<file path="src/rtl/exec_alu_branch.sv">
// Execute stage for lx32: an RV32I integer ALU and a branch-condition evaluator
// that share one operand pair. All results are registered with one cycle of latency.
module exec_alu_branch #(
    parameter int WIDTH = 32
) (
    input  logic             clk,
    input  logic             rst,
    input  logic             valid_in,
    input  logic [WIDTH-1:0] src_a,
    input  logic [WIDTH-1:0] src_b,
    input  logic [3:0]       alu_control,
    input  logic             is_branch,
    input  logic [2:0]       branch_op,
    output logic [WIDTH-1:0] alu_result,
    output logic             branch_taken,
    output logic             valid_out
);

    localparam int SHW = $clog2(WIDTH);

    typedef enum logic [3:0] {
        ALU_ADD    = 4'd0,
        ALU_SUB    = 4'd1,
        ALU_SLL    = 4'd2,
        ALU_SLT    = 4'd3,
        ALU_SLTU   = 4'd4,
        ALU_XOR    = 4'd5,
        ALU_SRL    = 4'd6,
        ALU_SRA    = 4'd7,
        ALU_OR     = 4'd8,
        ALU_AND    = 4'd9,
        ALU_PASS_B = 4'd10
    } alu_op_e;

    typedef enum logic [2:0] {
        BR_BEQ  = 3'd0,
        BR_BNE  = 3'd1,
        BR_BLT  = 3'd4,
        BR_BGE  = 3'd5,
        BR_BLTU = 3'd6,
        BR_BGEU = 3'd7
    } branch_op_e;

    logic [WIDTH-1:0] result_d, result_q;
    logic             taken_d, taken_q;
    logic             valid_q;

    logic [SHW-1:0]   shamt;
    logic             eq;
    logic             lt_s;
    logic             lt_u;
    logic             cond;

    // One set of comparators serves both the SLT/SLTU ops and the branch unit.
    assign shamt = src_b[SHW-1:0];
    assign eq    = (src_a == src_b);
    assign lt_s  = ($signed(src_a) < $signed(src_b));
    assign lt_u  = (src_a < src_b);

    always_comb begin
        result_d = '0;
        case (alu_op_e'(alu_control))
            ALU_ADD:    result_d = src_a + src_b;
            ALU_SUB:    result_d = src_a - src_b;
            ALU_SLL:    result_d = src_a << shamt;
            ALU_SLT:    result_d = {{(WIDTH-1){1'b0}}, lt_s};
            ALU_SLTU:   result_d = {{(WIDTH-1){1'b0}}, lt_u};
            ALU_XOR:    result_d = src_a ^ src_b;
            ALU_SRL:    result_d = src_a >> shamt;
            ALU_SRA:    result_d = $unsigned($signed(src_a) >>> shamt);
            ALU_OR:     result_d = src_a | src_b;
            ALU_AND:    result_d = src_a & src_b;
            ALU_PASS_B: result_d = src_b;
            default:    result_d = '0;
        endcase
    end

    always_comb begin
        cond = 1'b0;
        case (branch_op_e'(branch_op))
            BR_BEQ:  cond = eq;
            BR_BNE:  cond = !eq;
            BR_BLT:  cond = lt_s;
            BR_BGE:  cond = !lt_s;
            BR_BLTU: cond = lt_u;
            BR_BGEU: cond = !lt_u;
            default: cond = 1'b0;
        endcase
        taken_d = is_branch && cond;
    end

    // Data registers hold across idle cycles so undriven operands never leak out.
    always_ff @(posedge clk) begin
        if (rst) begin
            result_q <= '0;
            taken_q  <= 1'b0;
            valid_q  <= 1'b0;
        end else begin
            valid_q <= valid_in;
            if (valid_in) begin
                result_q <= result_d;
                taken_q  <= taken_d;
            end
        end
    end

    assign alu_result   = result_q;
    assign branch_taken = taken_q;
    assign valid_out    = valid_q;

endmodule

</file>
<file path="config.mk">
export PLATFORM = sky130hd
export DESIGN_NAME = exec_alu_branch
export DESIGN_NICKNAME = d
export VERILOG_FILES = /design/src/rtl/exec_alu_branch.sv
export SDC_FILE = /design/constraint.sdc
export NUM_CORES = 1
export LEC_CHECK = 0
export CORE_MARGIN = 10
export CORE_UTILIZATION = 40
export DETAILED_ROUTE_END_ITERATION = 12
export SLEW_MARGIN = 20
export SYNTH_ARGS = -nofsm -noshare
export SYNTH_HDL_FRONTEND = slang
export SYNTH_SLANG_ARGS = --single-unit
</file>
<file path="constraint.sdc">
create_clock -name clk -period 3.5 [get_ports clk]
set_input_delay 0.525 -clock clk [delete_from_list [all_inputs] [get_ports clk]]
set_output_delay 0.525 -clock clk [all_outputs]
set_load 0.05 [all_outputs]
</file>
# Yosys cells after proc, flatten, opt, wreduce, memory -nomap -nowiden
# Cells that the tools add are included.
# classes
order_cmp,2
n_addsub,2
muxes,2
n_shift,3
bitwise,3
n_eq_ne,16
reduce_logical,6
# ops
op,n
32-bit case mux with 11 select lines,1
32-bit < comparator,2
32-bit adder,1
32-bit AND,1
32-bit equality test,1
32-bit bitwise OR,1
32-bit by 5-bit left shift with 32-bit output,1
32-bit by 5-bit >> shifter with 32-bit output,1
32-bit by 5-bit >>> shifter with 32-bit output,1
32-bit subtractor,1
32-bit bitwise XOR,1
"4-bit by 3-bit equality test with 1-bit output, second input constant",4
"3-bit equality test, second input constant",4
"4-bit equality test, second input constant",3
"4-bit by 2-bit equality test with 1-bit output, second input constant",2
1-bit case mux with 6 select lines,1
"4-bit by 1-bit equality test with 1-bit output, second input constant",1
4-bit logical NOT,1
"3-bit by 1-bit equality test with 1-bit output, second input constant",1
1-bit logical NOT,3
3-bit logical NOT,1
1-bit logical AND,1
# totals
register_bits,34
elab_cells,37

# Depth between registers and ports, before layout
# logic_depth
ltp_word,4
mapped_depth,15

# Worst setup path after synthesis
# No wires, ideal clock.
# synth_timing
path_type,input to register
from,in src_b[2]
to,"reg result_q[22], in the netlist alu_result[22]"
required_time_ns,3.363
n_path_buf,4
setup_time_ns,0.137
setup_slack_ns,-0.229
t_arrival_ns,3.592
path_stages,15
path_cell_list,inv_1 buf_2 buf_2 buf_1 ha_1 buf_2 nor2b_1 o2111ai_1 a21boi_0 a2111oi_0 nor2_1 a41o_1 a221o_1 a21oi_1 a211oi_1
# synth_via
elab_chain_cells,2
word_cells_on_any_way,6
cone_classes,add/sub: 2; shift: 3; mux: 1
# synth_lines
item,line_no,source
"start, declared",10,"input logic [WIDTH-1:0] src_b,"
"32-bit subtractor, or another cell as far along",64,ALU_SUB: result_d = src_a - src_b;
32-bit case mux with 11 select lines (*),62,case (alu_op_e'(alu_control))
"end signal, assigned",101,result_q <= result_d;
"end, declared",44,"logic [WIDTH-1:0] result_d, result_q;"
# Mark *: on every way between the ends. The rest lies on a longest branch, timed or not.
# A chain may end at the register's enable or synchronous reset.

# Final worst setup path
# layout_timing
from,in src_a[21]
to,"reg result_q[16], in the netlist alu_result[16]"
# layout_via
elab_chain_cells,2
word_cells_on_any_way,4
cone_classes,shift: 3; mux: 1
# layout_lines
item,line_no,source
"start, declared",9,"input logic [WIDTH-1:0] src_a,"
"32-bit by 5-bit >>> shifter with 32-bit output, or another cell as far along",70,ALU_SRA: result_d = $unsigned($signed(src_a) >>> shamt);
32-bit case mux with 11 select lines (*),62,
# Marks and branches as above.

==> impl_metrics.ini <==
[timing]
setup_viol = 0
finalHoldViolCount = 0
tightest_slew_ns = 0.6844
relSlewSlack = 0.5433
slew_violations = 0
timing.fmax_mhz = 287.9
period_minus_slack_ns = 3.474
hold_ws_ns = 0.4500
period_share = 0.9925
fin_skew_ns = 0

[cts]
clk_latency_ns = 0.29
clockRootBuffer = clkbuf_16
h-tree-depth = 2
clkTransAtPathRegs_ns = 0.06
cts_buffers = 5
ctsLongestPathBuffers = 2
cts_tree = done
cts_sinks = 34

[routing]
drt_iter0_drc = 2390
route.vias.total = 15280
routedWlPerCell_um = 28.16
drc = 0
drt.antenna.violating_nets = 0
wl_um = 65010
avgViaCountPerCell = 6.617
firstDrtPassIters = 7

[placed_design]
place_inst = 2293
post-dp-hpwl_um = 53320
place.gp.congestion = 1.116
port-buffer-count = 108

[layout]
final_cells = 2309
antenna_cells = 0
nNetsFinal = 2143
drive_above_1_share = 0.3034
area_delta_synth_final_pct = 46.07

[critical_path]
crit_chain = clkdlybuf4s50_1 > buf_4 > mux2_2 > mux2i_1 > mux2_2 > nor2_1 > a21oi_1 > o21ai_1 > a221oi_1 > o21ai_1 > a22o_1
cp_slowest_cell = a221oi_1
cp_max_fo = 7
ff2ff_path_depth = 8
worst_ep_required_time_ns = 3.68
cp-start-kind = primary input
r2r-start = alu_result[30]
cpPeakStageDelay_ns = 0.62
critPathLaunch = src_a[21]
r2r_slack_ns = 1.49
critPathCaptureType = register
crit_arrival_ns = 3.66
endpoint = alu_result[16]
reg2reg_to = alu_result[30]
critical_path_class = primary input to register

[floorplan]
initial_utilization = 0.4049
die_y_um = 184.7
dieWidth_um = 184.7
dieArea_um2 = 34120
ios = 109
core_area_um2 = 26800
row_count = 60

[synth]
yosysSeqAreaShare = 0.06272
ys_async_sr_fraction = 0
ys_ff_latch = 34
synth.distinct_cells = 97
synth_top_area_cell = ha_1
ys.flop_type = dfxtp_1
synth_area_leaders = ha_1 11%, mux4_2 7.7%, dfxtp_1 6.3%
synth_edf_count = 0
synthTopCellsByCount = 168 x nand2_1, 152 x nor2_1, 132 x a21oi_1
synth_warnings = 0
avgSynthCellArea_um2 = 7.029
synth_cells = 1544
synth.net_count = 1720
synth_top_area_share = 0.1141
yosys.cell_count.top_type = nand2_1
synth_area_um2 = 10850

[hold_path]
hp-class = register to register

[global_route]
grt_max_degree = 82
track_usage = 0.3635
grt_overflow = 0
grt_pass1_wl_um = 93090
grt_pass1_vias = 14430
antenna_found_initial = 3

[outcome]
status = finished clean

[power]
peakVddDrop_v = 0.0001660
clkPwrFrac = 0.135
power.switching_w = 0.001743
p_int_w = 0.001838
pwr-share-comb = 0.745
p_per_area_nw_per_um2 = 225.9
p_leak_nw = 7.038
finalPower_w = 0.003581
p_seq_frac = 0.120
p_sw_frac = 0.4867

[run]
max_cap_violations = 0
[stage by stage]
step                      cell area (µm²)  worst slack [ns]  setup TNS [ns]  utilization
final                               15850           0.02609               0       0.5915
after global routing                15850         -0.003264       -0.003264       0.5915
after floorplan                     10860           0.05593               0            -
after detailed placement            15140           -0.7433          -10.46       0.5649
after CTS                           15500        0.00004552               0       0.5785
after global placement              15140           -0.7573          -11.24       0.5649
[worst min path at each step]
stage | startpoint | endpoint | slack, ns | depth (start not counted)
3_3_place_gp | alu_result[9] | alu_result[9] | 0.44 | 2
2_1_floorplan | alu_result[14] | alu_result[14] | 0.66 | 2
6_report | alu_result[14] | alu_result[14] | 0.45 | 2
5_1_grt | alu_result[13] | alu_result[13] | 0.47 | 2
3_5_place_dp | alu_result[14] | alu_result[14] | 0.45 | 2
4_1_cts | alu_result[14] | alu_result[14] | 0.45 | 2
[cell families after synthesis]
| group | share of synthesized area |
|---|---|
| and+or+nand+nor | 0.2103 |
| xor gates and xnor gates | 0.01049 |
| adders and majority gates | 0.1178 |
| buffers and inverters | 0.08900 |
| AOI/OAI and AO/OA | 0.3551 |
| muxes | 0.1546 |
| DFF | 0.06272 |
[registers in the layout, indices dropped and copies added, names as in the netlist]
signal        count
alu_result       32
branch_taken      1
valid_out         1
[power by group through the flow]
stage          Sequential [W]  Clock, W  Combinational [W]
3_5_place_dp         0.000436         0            0.00245
5_1_grt              0.000431  0.000494            0.00278
2_1_floorplan        0.000512         0            0.00115
3_3_place_gp         0.000436         0            0.00243
6_report             0.000429  0.000483            0.00267
4_1_cts              0.000428  0.000479            0.00250
[cell usage in the layout (no fill, tap or decap), types with 11 or more instances in the layout]
| master | n |
|---|---|
| o221ai_1 | 11 |
| a31oi_1 | 11 |
| a221oi_1 | 32 |
| mux4_2 | 37 |
| o2111ai_1 | 11 |
| ha_1 | 84 |
| mux2_2 | 14 |
| a22oi_1 | 13 |
| xnor2_1 | 11 |
| o211ai_1 | 27 |
| buf_12 | 14 |
| and2_1 | 12 |
| o21ai_1 | 14 |
| nand2_1 | 168 |
| mux2i_1 | 62 |
| a22o_1 | 14 |
| nor2b_1 | 12 |
| nand3_1 | 32 |
| dfxtp_1 | 34 |
| o21ai_0 | 84 |
| a21oi_1 | 123 |
| clkdlybuf4s50_1 | 96 |
| o31ai_1 | 14 |
| a21o_1 | 28 |
| inv_1 | 97 |
| buf_4 | 413 |
| nor3_1 | 26 |
| a211oi_1 | 31 |
| o22ai_1 | 19 |
| nor2_1 | 150 |
[layer usage]
layer | track usage | wire [µm] | vias up
li1 | - | - | 6665
met1 | 0.4900 | 26550 | 7237
met2 | 0.5542 | 27590 | 1166
met3 | 0.06852 | 7536 | 205
met4 | 0.1508 | 3294 | 6
met5 | 0 | 35 | -
[cell type report]
| cell class | instances | area, µm² |
|---|---|---|
| timing repair buffer | 537 | 4479 |
| inverter | 107 | 401.6 |
| fill | 2520 | 10950 |
| clock inverter | 1 | 5.005 |
| tap | 341 | 426.7 |
| multi-input combinational | 1282 | 9717 |
| sequential | 34 | 680.7 |
| clock buffer | 7 | 142.6 |
[critical path: cells and delay by family]
| kind | cells | cell delay [ns] |
|---|---|---|
| AOI/OAI and AO/OA | 5 | 1.43 |
| buffers and inverters | 2 | 0.83 |
| muxes | 3 | 0.82 |
| and+or+nand+nor | 1 | 0.05 |
[timing repair]
item,4_1_cts,5_1_grt
endpoints found under the setup margin,20,20
buffers inserted,1,7
resized for setup,43,64
hold buffers,0,0
gates cloned,0,0
pin swaps,6,23
Power figures use the tool's default switching activity.
